**config.mk**
```make
export PLATFORM = sky130hd
export DESIGN_NAME = div_ctrl
export DESIGN_NICKNAME = d
export VERILOG_FILES = /design/src/rtl/div_ctrl.sv
export SDC_FILE = /design/constraint.sdc
export NUM_CORES = 1
export LEC_CHECK = 0
export BUFFER_PORTS_ARGS = -buffer_cell sky130_fd_sc_hd__clkbuf_2
export CORE_MARGIN = 4
export CORE_UTILIZATION = 30
export DETAILED_ROUTE_END_ITERATION = 10
export GPL_TIMING_DRIVEN = 0
export PLACE_DENSITY_LB_ADDON = 0.12
export RECOVER_POWER = 25
export SYNTH_ARGS = -nofsm -noshare
export SYNTH_HDL_FRONTEND = slang
export SYNTH_SLANG_ARGS = --single-unit
```
**constraint.sdc**
```tcl
create_clock -name clk -period 4.8 [get_ports clk]
set_input_delay 0.24 -clock clk [delete_from_list [all_inputs] [get_ports clk]]
set_output_delay 0.24 -clock clk [all_outputs]
set_load 0.1 [all_outputs]
```
**src/rtl/div_ctrl.sv**
```systemverilog
`default_nettype none
// ============================================================================
// Module   : div_ctrl
// Purpose  : Pipeline-side controller for an iterative 32-bit divider.
//            Handles DIV/DIVU issue, divide-by-zero, a one-entry result
//            cache keyed on operand magnitudes, sign fixup, flush and drain.
// Revision : 1.0 - initial release
// ============================================================================
module div_ctrl (
  input  logic        clk,
  input  logic        rst,
  input  logic        ex_valid,
  input  logic        ex_div,
  input  logic        ex_divu,
  input  logic        ex_flush,
  input  logic [31:0] rs_val,
  input  logic [31:0] rt_val,
  output logic        dv_en,
  output logic [31:0] dv_divident,
  output logic [31:0] dv_divisor,
  input  logic [31:0] dv_quotient,
  input  logic [31:0] dv_remainder,
  input  logic        dv_done,
  output logic        stall_req,
  output logic        hi_we,
  output logic        lo_we,
  output logic [31:0] hi_wdata,
  output logic [31:0] lo_wdata
);

  typedef enum logic [2:0] {
    S_IDLE   = 3'd0,
    S_LAUNCH = 3'd1,
    S_WAIT   = 3'd2,
    S_DONE   = 3'd3,
    S_DRAIN  = 3'd4
  } state_t;

  state_t      state_q, state_d;
  logic        sign_q, sign_d;          // operation is signed DIV
  logic        dvd_neg_q, dvd_neg_d;    // raw dividend sign bit
  logic        q_neg_q, q_neg_d;        // raw rs[31]^rt[31]
  logic [31:0] dvd_q, dvd_d;            // magnitude handed to divider
  logic [31:0] dvs_q, dvs_d;
  logic        cache_valid_q, cache_valid_d;
  logic [31:0] cache_dvd_q, cache_dvd_d;
  logic [31:0] cache_dvs_q, cache_dvs_d;
  logic [31:0] cache_quo_q, cache_quo_d;
  logic [31:0] cache_rem_q, cache_rem_d;
  logic [31:0] hi_q, hi_d;
  logic [31:0] lo_q, lo_d;

  // Two's-complement negate when requested; 32-bit wrap is intentional.
  function automatic logic [31:0] fixup(input logic neg, input logic [31:0] v);
    return neg ? (~v + 32'd1) : v;
  endfunction

  logic        req;
  logic        rs_neg, rt_neg;
  logic [31:0] mag_rs, mag_rt;
  logic        hit;

  assign req    = ex_valid & (ex_div | ex_divu) & ~ex_flush;
  assign rs_neg = ex_div & rs_val[31];
  assign rt_neg = ex_div & rt_val[31];
  assign mag_rs = fixup(rs_neg, rs_val);
  assign mag_rt = fixup(rt_neg, rt_val);
  assign hit    = cache_valid_q & (mag_rs == cache_dvd_q) & (mag_rt == cache_dvs_q);

  assign dv_divident = dvd_q;
  assign dv_divisor  = dvs_q;
  assign hi_wdata    = hi_q;
  assign lo_wdata    = lo_q;

  // Next-state, datapath next values and combinational outputs.
  always_comb begin
    state_d       = state_q;
    sign_d        = sign_q;
    dvd_neg_d     = dvd_neg_q;
    q_neg_d       = q_neg_q;
    dvd_d         = dvd_q;
    dvs_d         = dvs_q;
    cache_valid_d = cache_valid_q;
    cache_dvd_d   = cache_dvd_q;
    cache_dvs_d   = cache_dvs_q;
    cache_quo_d   = cache_quo_q;
    cache_rem_d   = cache_rem_q;
    hi_d          = hi_q;
    lo_d          = lo_q;
    dv_en         = 1'b0;
    stall_req     = 1'b0;
    hi_we         = 1'b0;
    lo_we         = 1'b0;

    case (state_q)
      S_IDLE: begin
        if (req) begin
          stall_req = 1'b1;
          sign_d    = ex_div;
          dvd_neg_d = rs_val[31];
          q_neg_d   = rs_val[31] ^ rt_val[31];
          if (rt_val == 32'd0) begin
            // Divide by zero: no launch, fixed architectural result.
            hi_d    = rs_val;
            lo_d    = 32'hFFFF_FFFF;
            state_d = S_DONE;
          end else if (hit) begin
            lo_d    = fixup(rs_neg ^ rt_neg, cache_quo_q);
            hi_d    = fixup(rs_neg, cache_rem_q);
            state_d = S_DONE;
          end else begin
            dvd_d         = mag_rs;
            dvs_d         = mag_rt;
            cache_dvd_d   = mag_rs;
            cache_dvs_d   = mag_rt;
            cache_valid_d = 1'b0;
            state_d       = S_LAUNCH;
          end
        end
      end
      S_LAUNCH: begin
        dv_en     = 1'b1;
        stall_req = 1'b1;
        state_d   = ex_flush ? S_DRAIN : S_WAIT;
      end
      S_WAIT: begin
        stall_req = 1'b1;
        if (ex_flush) begin
          state_d = S_DRAIN;
        end else if (dv_done) begin
          cache_quo_d   = dv_quotient;
          cache_rem_d   = dv_remainder;
          cache_valid_d = 1'b1;
          lo_d          = fixup(sign_q & q_neg_q, dv_quotient);
          hi_d          = fixup(sign_q & dvd_neg_q, dv_remainder);
          state_d       = S_DONE;
        end
      end
      S_DRAIN: begin
        // Divider still busy with a killed op; keep its result for the cache.
        if (dv_done) begin
          cache_quo_d   = dv_quotient;
          cache_rem_d   = dv_remainder;
          cache_valid_d = 1'b1;
          state_d       = S_IDLE;
        end
      end
      S_DONE: begin
        hi_we   = ~ex_flush;
        lo_we   = ~ex_flush;
        state_d = S_IDLE;
      end
      default: state_d = S_IDLE;
    endcase
  end

  // State and datapath registers with synchronous active-low reset.
  always_ff @(posedge clk) begin
    if (!rst) begin
      state_q       <= S_IDLE;
      sign_q        <= 1'b0;
      dvd_neg_q     <= 1'b0;
      q_neg_q       <= 1'b0;
      dvd_q         <= 32'd0;
      dvs_q         <= 32'd0;
      cache_valid_q <= 1'b0;
      cache_dvd_q   <= 32'd0;
      cache_dvs_q   <= 32'd0;
      cache_quo_q   <= 32'd0;
      cache_rem_q   <= 32'd0;
      hi_q          <= 32'd0;
      lo_q          <= 32'd0;
    end else begin
      state_q       <= state_d;
      sign_q        <= sign_d;
      dvd_neg_q     <= dvd_neg_d;
      q_neg_q       <= q_neg_d;
      dvd_q         <= dvd_d;
      dvs_q         <= dvs_d;
      cache_valid_q <= cache_valid_d;
      cache_dvd_q   <= cache_dvd_d;
      cache_dvs_q   <= cache_dvs_d;
      cache_quo_q   <= cache_quo_d;
      cache_rem_q   <= cache_rem_d;
      hi_q          <= hi_d;
      lo_q          <= lo_d;
    end
  end

endmodule
`default_nettype wire

```
## After elaboration in Yosys (flattened, before gate mapping)

Index checks and enable logic that the tools add are counted.

| storage, ports and cells | value |
|---|---|
| register bits after elaboration | 199 |
| input bits | 135 |
| logic and storage cells | 105 |

| operators by class | value |
|---|---|
| add/sub/neg operators | 6 |
| equal/unequal tests | 14 |
| multiplexer cells | 42 |
| bitwise gates (word level) | 20 |
| reduce and logical (&&, ||, !) cells | 12 |

Operator list:

| operator | count |
|---|---|
| 2-to-1 mux 32 bit | 20 |
| one-hot mux 32 bit (2 select lines) | 4 |
| adder 32 x 1 -> 32 bit, second input constant | 6 |
| NOT 32 bit | 6 |
| == test 32 bit | 2 |
| zero test 32 bit | 1 |
| 2-to-1 mux 3 bit | 5 |
| inequality test 2 bit, second input constant | 6 |
| one-hot mux 3 bit (4 select lines) | 1 |
| AND reduction 5 bit | 2 |
| AND 1 bit | 8 |
| 2-to-1 mux 1 bit | 8 |
| == test 3 x 2 -> 1 bit, second input constant | 2 |
| inequality test 3 bit, second input constant | 2 |
| 2-to-1 mux 2 bit | 2 |
| AND reduction 2 bit | 2 |
| AND reduction 4 bit | 1 |
| nonzero test 2 bit | 2 |
| == test 3 x 1 -> 1 bit, second input constant | 1 |
| == test 3 bit, second input constant | 1 |
| zero test 3 bit | 1 |
| NOT 1 bit | 3 |
| one-hot mux 1 bit (3 select lines) | 1 |
| AND reduction 3 bit | 1 |
| other kinds (5) | 6 |

## Longest topological paths before layout

Gate-level depths: netlist of run 1.

| depth | value |
|---|---|
| depth after elaboration | 10 |
| gate-level depth with buffers | 16 |
| depth with buffers taken out | 12 |

## Worst setup path after synthesis of run 1

No wires, ideal clock.

| timing | value |
|---|---|
| path type | reg-to-output |
| from | register state_q[0] |
| to | output port stall_req |
| data arrival time | 3.825 ns |
| required time | 4.560 ns |
| path slack | 0.735 ns |
| cell stages (with the launch flop) | 4 |
| path buffers | 1 |
| cell sequence | dfxtp_1 clkbuf_1 nor3b_1 or3_1 |

| on the way | value |
|---|---|
| longest elaborated chain between the ends | 3 |
| elaborated cells between the ends (all ways) | 5 |

RTL lines:

| what | line | RTL |
|---|---|---|
| start, declared | 39 | `state_t state_q, state_d;` |
| start signal, assigned | 174 | `state_q <= state_d;` |
| == test 3 x 2 -> 1 bit / == test 3 x 1 -> 1 bit (equally long branches) | 95 | `case (state_q)` |
| OR reduction 2 bit (no source line) | - |  |
| one-hot mux 1 bit (2 select lines) * | 95 |  |
| end, declared | 24 | `output logic stall_req,` |

Every way passes the cells marked *; elsewhere a longest branch is shown, timed or not.

## Final worst setup path of run 1

| timing | value |
|---|---|
| from | input port rs_val[31] |
| to | register hi_q[12] (netlist: hi_wdata[12]) |

| on the way | value |
|---|---|
| longest elaborated chain between the ends | 8 |
| elaborated cells between the ends (all ways) | 14 |

RTL lines:

| what | line | RTL |
|---|---|---|
| start, declared | 16 | `input logic [31:0] rs_val,` |
| NOT 32 bit | 55 | `return neg ? (~v + 32'd1) : v;` |
| adder 32 x 1 -> 32 bit | 55 |  |
| 2-to-1 mux 32 bit | 55 |  |
| == test 32 bit | 68 | `assign hit = cache_valid_q & (mag_rs == cache_dvd_q) & (mag_rt == cache_dvs_q);` |
| AND 1 bit (2 in series) | 68 |  |
| inequality test 3 bit (no source line) | - |  |
| AND reduction 5 bit (no source line) | - |  |
| end signal, assigned | 185 | `hi_q <= hi_d;` |
| end, declared | 50 | `logic [31:0] hi_q, hi_d;` |

Parallel ways exist; a longest one is shown, timed or not. The select of a mux whose other input is x is not followed.
A chain may end at the register's enable or synchronous reset.

==> summary.md, run 1 <==
| Metric | Value |
|---|---|
| Die Wd | about 240 um |
| Clock Latency Late Sink | 0.52 ns |
| Final-stage net count | 2596 |
| Number of clock buffers inserted by TritonCTS | 17 |
| TritonCTS clock tree | done |
| Fraction of final layout cells sized beyond drive strength 1 | a little over a tenth |
| Most common flop cell mapped by yosys | sky130_fd_sc_hd__dfxtp_1 |
| GRT Util Overall | 27.0% |
| Stage delay of the slowest cell on the critical path | 0.57 ns |
| Global-route wire length before repair | ~110000 um |
| Most frequent cell after synthesis | sky130_fd_sc_hd__nand2_1 |
| Power density over the cells | 290 mW/mm^2 |
| Final hold violation count | 0 |
| Maximum operating frequency | 0.213 GHz |
| Unrepaired setup endpoints after global routing | false |
| Last weighted congestion value of the routability-driven placer | 0.987 |
| Worst reg-to-reg setup slack | roughly 0.66 ns |
| Synth async-reset ratio | 0% |
| Number of buffer and inverter stages on the critical path | 5 |
| Mean Syn Cell Area | just over 7 um^2 |
| Setup fix buffers added after clock tree synthesis | 0 |
| Post-route clock skew | 0.0148 ns |
| Std cell rows | 83 |
| Core footprint | between 0.05 and 0.06 mm^2 |
| Number of fill cells | 5682 |
| Hpwl dp | 62100 um |
| Post-Synthesis Net Count | ~2300 |
| Leakage | 6.89 nW |
| Critical path startpoint category | input pin |
| Initial antenna violation count | 3 |
| Number of levels in the clock H-tree | 4 |
| Number of maximum-capacitance constraint violations | 0 |
| Arrival time worst endpoint | 5.15 ns |
| Cell occurring most often along the worst timing path | sky130_fd_sc_hd__clkbuf_1 |
| Total negative slack for setup checks | 0 ns |
| Area Overhead vs Synth | 19.3% |
| Vias per Instance | 5.56 |
| Status | finished, final reports clean |
| Critical path fanouts, max | 10 |
| Nature of the critical path endpoint | flop |
| Least-Margin Pin Slew | 1.30 ns |
| Register bit count reported by yosys | around 200 |
| Post-CTS clock slew at the launch and capture registers of the worst setup and hold paths | 0.08 ns |
| Required arrival time at the worst endpoint | 5.25 ns |
| Height of the die | 235 um |
| Count of distinct cell types in the synthesized netlist | 86 |
| Mapped Area | about 0.016 mm^2 |
| Fin. max-slew vios | 0 |
| Ratio of final minimum period to clock period | 98.0% |
| Final worst path period need | 4.70 ns |
| Worst hold path type | input pin to flop |
| Buffers on Ports | 233 |
| Final core area utilization | 36.1% |
| Wirelength per Cell | 24.8 um |
| VDD IR-drop max | 0.298 mV |
| Highest-delay cell along the critical path | sky130_fd_sc_hd__clkbuf_1 |
| Count of synthesis-stage warnings from yosys | 0 |
| Aggregate routed wire length | 78100 um |
| Routed vias | 17500 |
| Most frequent cells after synthesis | sky130_fd_sc_hd__nand2_1 (406), sky130_fd_sc_hd__dfxtp_1 (199), sky130_fd_sc_hd__a21oi_1 (160) |
| GRT overflow | 0 |
| Proportion of synthesized chip area in sequential cells | 25.7% |
| Top-area cell type share of the netlist area | 25.7% |
| Final count of negative-setup-slack endpoints | 0 |
| Remaining max-slew budget at the tightest pin | 12.6% |
| Max Root-Sink Buffers | 2 |
| Initial standard-cell utilization of the core | between 30 and 40% |
| Number of I/O pins | approximately 270 |
| Antenna violation net count after detailed routing | 0 |
| Critical path class | input pin to flop |
| Number of sinks driven by the clock tree | 199 |
| Number of optimization iterations in the first detailed-route pass | 6 |
| Post-Synthesis Cells | 2161 |
| Residual DRC count | 0 |
| Number of design-rule violations left by the first detailed-router iteration | ~1700 |
| Main area contributors after synthesis | sky130_fd_sc_hd__dfxtp_1 (26%), sky130_fd_sc_hd__nand2_1 (9.8%), sky130_fd_sc_hd__xnor2_1 (6.3%) |
| Final hold slack | 0.0258 ns |
| Number of enable flip-flop cells after synthesis | 0 |
| Critical path cell sequence | clkbuf_1, and2_1, clkbuf_1, clkbuf_2, o31ai_1, xor2_1, xnor2_1, a211oi_1, nand4_1, nor4_4, a21o_2, buf_6, buf_4, o2111ai_1, o21ai_1 |
| Clock root buffer | sky130_fd_sc_hd__clkbuf_16 |
| Pin count of the biggest net entering global routing | 21 |
| Via count of the first global-routing pass | 16900 |
| Biggest area consumer among synthesized cells | sky130_fd_sc_hd__dfxtp_1 |
| Critical path's top delay family | buffers and inverters |
| Die area | 0.0554 mm^2 |
where the power goes:
part           switching, W  internal, W  leakage (nW)
combinational       0.00139     0.000541          4.98
sequential         0.000107      0.00173          1.61
clock              0.000840     0.000762         0.298
total               0.00234      0.00303          6.89
flip-flops by register name, summed over array words and instances (netlist names):
register,flops
cache_rem_q,32
dvd_neg_q,1
cache_dvs_q,32
cache_quo_q,32
sign_q,1
state_q,3
cache_valid_q,1
cache_dvd_q,32
hi_wdata,32
q_neg_q,1
lo_wdata,32
cell families (layout without fill, tap and decap cells):
kind of cell             count (synthesis)  after routing  share of synthesized area (%)
AND/OR/NAND/NOR                        907            907                           27.9
multiplexers                            85             85                           5.56
buffers and inverters                  223            530                           5.99
adder cells (fa/ha/maj)                  6              6                          0.484
other                                    0              1                              0
AO/OA/AOI/OAI                          521            521                           21.7
XOR/XNOR                               220            220                           12.7
flip-flops                             199            199                           25.7
cell usage in the layout, fill, tap and decap left out, types with 20 or more instances in the layout:
| cell | n |
|---|---|
| sky130_fd_sc_hd__a211oi_1 | 20 |
| sky130_fd_sc_hd__a21oi_1 | 160 |
| sky130_fd_sc_hd__a221oi_1 | 28 |
| sky130_fd_sc_hd__a31oi_1 | 26 |
| sky130_fd_sc_hd__and3_1 | 20 |
| sky130_fd_sc_hd__clkbuf_1 | 226 |
| sky130_fd_sc_hd__clkbuf_2 | 156 |
| sky130_fd_sc_hd__dfxtp_1 | 199 |
| sky130_fd_sc_hd__dlygate4sd3_1 | 42 |
| sky130_fd_sc_hd__inv_1 | 40 |
| sky130_fd_sc_hd__mux2i_1 | 75 |
| sky130_fd_sc_hd__nand2_1 | 406 |
| sky130_fd_sc_hd__nand2b_1 | 32 |
| sky130_fd_sc_hd__nand3_1 | 45 |
| sky130_fd_sc_hd__nand4_1 | 20 |
| sky130_fd_sc_hd__nor2_1 | 153 |
| sky130_fd_sc_hd__nor3_1 | 47 |
| sky130_fd_sc_hd__nor4_1 | 41 |
| sky130_fd_sc_hd__o211ai_1 | 23 |
| sky130_fd_sc_hd__o21ai_0 | 109 |
| sky130_fd_sc_hd__o31ai_1 | 23 |
| sky130_fd_sc_hd__or3_1 | 22 |
| sky130_fd_sc_hd__or4_1 | 29 |
| sky130_fd_sc_hd__xnor2_1 | 112 |
| sky130_fd_sc_hd__xor2_1 | 105 |
worst register-to-register path: stages, from the launching register on:
cell,delay (ns)
sky130_fd_sc_hd__dfxtp_1,0.46
sky130_fd_sc_hd__or2_2,0.37
sky130_fd_sc_hd__a2111oi_0,0.51
sky130_fd_sc_hd__a31oi_1,0.22
sky130_fd_sc_hd__nor4_1,0.56
sky130_fd_sc_hd__nand4_1,0.16
sky130_fd_sc_hd__nor4_1,0.53
sky130_fd_sc_hd__and4_1,0.26
sky130_fd_sc_hd__a21o_2,0.24
sky130_fd_sc_hd__buf_6,0.22
sky130_fd_sc_hd__buf_4,0.22
sky130_fd_sc_hd__o2111ai_1,0.17
sky130_fd_sc_hd__o21ai_1,0.17
cell type report:
type / instances / area (um^2) / area share (%)
antenna: 1 / 2.50 / 0.0135
sequential: 199 / 3980 / 21.5
inverter: 42 / 158 / 0.852
multi-input combinational: 1739 / 10600 / 57.4
buffer: 180 / 772 / 4.17
timing repair buffer: 276 / 1490 / 8.06
clock inverter: 14 / 183 / 0.987
tap: 680 / 851 / 4.60
clock buffer: 18 / 439 / 2.37
stage by stage:
step | area [um^2] | instances | worst slack, ns | total power, W
floorplan | 15500 | 2161 | 0.735 | 0.00313
global placement | 17500 | 3074 | -0.775 | 0.00375
detailed placement | 17600 | 3075 | -0.732 | 0.00375
CTS | 18600 | 3149 | 0.0133 | 0.00539
global route | 18500 | 3149 | 0.0803 | 0.00558
finish | 18500 | 3149 | 0.0965 | 0.00537
metal layers:
| metal | up-vias | track usage (%) | part of all wire, % |
|---|---|---|---|
| met3 | 133 | 4.71 | 5.8 |
| met1 | 8451 | 34.8 | 43 |
| met2 | 650 | 45.3 | 47 |
| met5 | - | 0 | 0.044 |
| li1 | 8283 | - | - |
| met4 | 4 | 10.1 | 3.8 |
worst paths after layout:
check,startpoint,endpoint,cells past startpoint
worst max-delay path,rs_val[31],hi_wdata[12],15
worst min register to register,hi_wdata[7],hi_wdata[7],2
worst max register to register,cache_dvs_q[15],hi_wdata[12],12
worst min-delay path,dv_quotient[29],cache_quo_q[29],3
timing repair:
action,CTS,global route
hold buffers,42,0
endpoints found under the setup margin,116,120
endpoints found under the hold margin,42,0
resized for setup,1,9
pin swaps,0,0
Note: power is estimated with default switching activity, not from simulation.
==> run 2: changes to the inputs <==
==> constraint.sdc (replaced) <==
create_clock -name clk -period 4 [get_ports clk]
set_input_delay 0.2 -clock clk [delete_from_list [all_inputs] [get_ports clk]]
set_output_delay 0.2 -clock clk [all_outputs]
set_load 0.1 [all_outputs]
==> run 2 against run 1 <==
  * Combinational power increased by 22%
  * Routed wire length hardly changed
  * Setup slack got worse by 0.0096 ns
  * Global-route usage fell by 0.078 points
  * Core utilization grew 1.0 points
  * Sequential cell count stayed put
  * Count of clock-buffer cells in the layout shrank 1
  * Die area did not move
  * Cell area rose by 2.8%
  * Clock skew rose by 0.0027 ns
  * Register-to-register slack worse by 0.52 ns
  * Largest cell class unchanged
==> summary.md, run 2 (synthesis gave the netlist of run 1 again) <==
| Metric | Value |
|---|---|
| Final count of negative-setup-slack endpoints | 0 (unchanged) |
| Clock Latency Late Sink | 0.52 ns (about the same) |
| Nature of the critical path endpoint | flop |
| Number of fill cells | 5642 (-0.70%) |
| Power dissipated by switching net loads | 0.00281 W (+20%) |
| Global-route wire length before repair | 114000 um (+0.16%) |
| Initial antenna violation count | 2 (-1) |
| Commonest non-fill, non-tap cells in the layout | sky130_fd_sc_hd__nand2_1 (406), sky130_fd_sc_hd__clkbuf_1 (214), sky130_fd_sc_hd__dfxtp_1 (199) |
| Critical path class | input pin to flop |
| Required arrival time at the worst endpoint | 4.45 ns (-0.80 ns) |
| Leakage | 7.15 nW (+3.9%) |
| Std cell rows | 83 (unchanged) |
| Switching part of the total power | 43.6% (about the same) |
| Number of cells in the design after placement | 3075 (unchanged) |
| Final-stage net count | 2628 (+1.2%) |
| Buffers on Ports | 233 (unchanged) |
| Hpwl dp | 61500 um (-0.83%) |
| Height of the die | 235 um (unchanged) |
| Via count of the first global-routing pass | 17100 (+1.3%) |
| Worst hold path type | input pin to flop |
| Worst reg-to-reg setup slack | 0.14 ns (-0.52 ns) |
| Commonest non-fill, non-tap cell in the layout | sky130_fd_sc_hd__nand2_1 |
| Fraction of final layout cells sized beyond drive strength 1 | 12.0% (+1.6 points) |
| Total negative slack for setup checks | 0 ns (unchanged) |
| Wirelength per Cell | 24.6 um (-0.95%) |
| Internal | 0.00364 W (+20%) |
| Remaining max-slew budget at the tightest pin | 13.0% (+0.49 points) |
| Number of sinks driven by the clock tree | 199 (unchanged) |
| Fin. max-slew vios | 0 (unchanged) |
| Critical path startpoint category | input pin |
| Aggregate routed wire length | 78100 um (about the same) |
| Least-Margin Pin Slew | 1.31 ns (+0.0102 ns) |
| Status | finished, final reports clean |
| Die Wd | 235 um (unchanged) |
| Clock network fraction of total power | 29.3% (-0.5 points) |
| Area Overhead vs Synth | 22.7% |
| Gate power share | 36.6% (+0.6 points) |
| Final hold violation count | 0 (unchanged) |
| GRT overflow | 0 (unchanged) |
| Residual DRC count | 0 (unchanged) |
| Arrival time worst endpoint | 4.36 ns (-0.79 ns) |
| Sequential group share of total power | 34.1% (about the same) |
| Core footprint | 0.0513 mm^2 (unchanged) |
| Clock root buffer | sky130_fd_sc_hd__clkbuf_16 |
| Number of design-rule violations left by the first detailed-router iteration | 1568 (-9.4%) |
| Number of clock buffers inserted by TritonCTS | 17 (unchanged) |
| Last weighted congestion value of the routability-driven placer | 0.993 (+0.55%) |
| Post-CTS clock slew at the launch and capture registers of the worst setup and hold paths | 0.08 ns (about the same) |
| Maximum operating frequency | ~0.26 GHz |
| Pin count of the biggest net entering global routing | 21 (unchanged) |
| Die area | 0.0554 mm^2 (unchanged) |
| Final hold slack | 0.0442 ns (+0.0184 ns) |
| Power density over the cells | 339 mW/mm^2 (+17%) |
| Combined flip-flop and latch cell area | 0.00398 mm^2 (unchanged) |
| Max Root-Sink Buffers | 2 (unchanged) |
| Ratio of final minimum period to clock period | 97.8% |
| Post-route clock skew | 0.0174 ns (+0.00269 ns) |
| Number of optimization iterations in the first detailed-route pass | 6 (unchanged) |
| Vias per Instance | 5.61 (+0.88%) |
| GRT Util Overall | 26.9% (-0.078 points) |
| Area of the multi-input gates | 0.0109 mm^2 (+2.1%) |
| Final std cells w/o fill | 3180 (+0.98%) |
| Critical path fanouts, max | 10 (unchanged) |
| VDD IR-drop max | 0.341 mV (+14%) |
| Antenna violation net count after detailed routing | 0 (unchanged) |
| Initial standard-cell utilization of the core | 30.2% (unchanged) |
| Final worst path period need | about 4 ns |
| Number of I/O pins | 267 (unchanged) |
| TritonCTS clock tree | done |
| Number of levels in the clock H-tree | 4 (unchanged) |
| Number of maximum-capacitance constraint violations | 0 (unchanged) |
| Number of antenna cells inserted | 0 (-1) |
| Routed vias | 17900 (+1.9%) |
==> run 2: changes by cell type in the layout (fill, tap and decap cells not counted), moves of 7 or more <==
cell / before / now
sky130_fd_sc_hd__clkbuf_2: 156 / 166
sky130_fd_sc_hd__nor4_1: 41 / 31
sky130_fd_sc_hd__clkbuf_1: 226 / 214
sky130_fd_sc_hd__buf_4: 6 / 18
sky130_fd_sc_hd__nor4_4: 1 / 8
sky130_fd_sc_hd__dlygate4sd3_1: 42 / 64
==> run 2: final timing paths <==
| check | from | end | cells after the start |
|---|---|---|---|
| min | dv_remainder[2] | cache_rem_q[2] | 3 |
| min reg2reg | hi_wdata[26] | hi_wdata[26] | 2 |
| max reg2reg | cache_dvs_q[15] | hi_wdata[12] | 12 |
| max | rs_val[11] | hi_wdata[12] | 14 |
==> run 2: worst max-delay path: stages <==
cell                        delay (ns)
sky130_fd_sc_hd__clkbuf_1         0.37
sky130_fd_sc_hd__nor4_4           0.63
sky130_fd_sc_hd__nand4_1          0.28
sky130_fd_sc_hd__or2_1            0.34
sky130_fd_sc_hd__o21ai_0          0.09
sky130_fd_sc_hd__or4b_1           0.57
sky130_fd_sc_hd__a2111o_1         0.47
sky130_fd_sc_hd__nor4_4           0.25
sky130_fd_sc_hd__buf_4            0.20
sky130_fd_sc_hd__a21o_2           0.23
sky130_fd_sc_hd__buf_6            0.20
sky130_fd_sc_hd__buf_4            0.20
sky130_fd_sc_hd__o2111ai_1        0.15
sky130_fd_sc_hd__o21ai_1          0.15
==> run 2: metal layers <==
metal	track usage (%)	vias to the layer above	wire length (um)
met2	44.7	722	36600
met1	35.1	8642	33900
met3	4.24	134	4560
met5	0	-	11
met4	10.6	2	3000
li1	-	8350	-
==> run 2: layout make-up <==
| cell class | count | area share (%) |
|---|---|---|
| buffer | 178 | 4.10 |
| timing repair buffer | 310 | 9.47 |
| sequential | 199 | 20.9 |
| inverter | 42 | 0.828 |
| clock inverter | 15 | 0.960 |
| tap | 680 | 4.47 |
| multi-input combinational | 1739 | 57.0 |
| clock buffer | 17 | 2.23 |
==> run 2: power by group through the flow <==
stage / logic [W] / registers, W / clock network (W)
final: 0.00236 / 0.00220 / 0.00189
after global routing: 0.00251 / 0.00221 / 0.00199
after CTS: 0.00233 / 0.00220 / 0.00194
after detailed placement: 0.00225 / 0.00225 / 0
after global placement: 0.00226 / 0.00224 / 0
after floorplan: 0.00115 / 0.00261 / 0
==> run 2: timing repair <==
action	in CTS	in global routing
hold buffers	64	0
resized for setup	32	28
pin swaps	2	4
setup buffers	1	11
endpoints found under the hold margin	64	0
endpoints found under the setup margin	130	117
==> run 2: metrics by stage <==
stage	utilization (%)	setup WS, ns	area [um^2]	total power (W)
global route	37.1	-0.0127	19000	0.00671
CTS	37.0	0.0251	19000	0.00647
floorplan	-	0.434	15500	0.00376
global placement	34.2	-1.53	17500	0.00450
finish	37.1	0.0869	19000	0.00645
detailed placement	34.2	-1.45	17600	0.00450
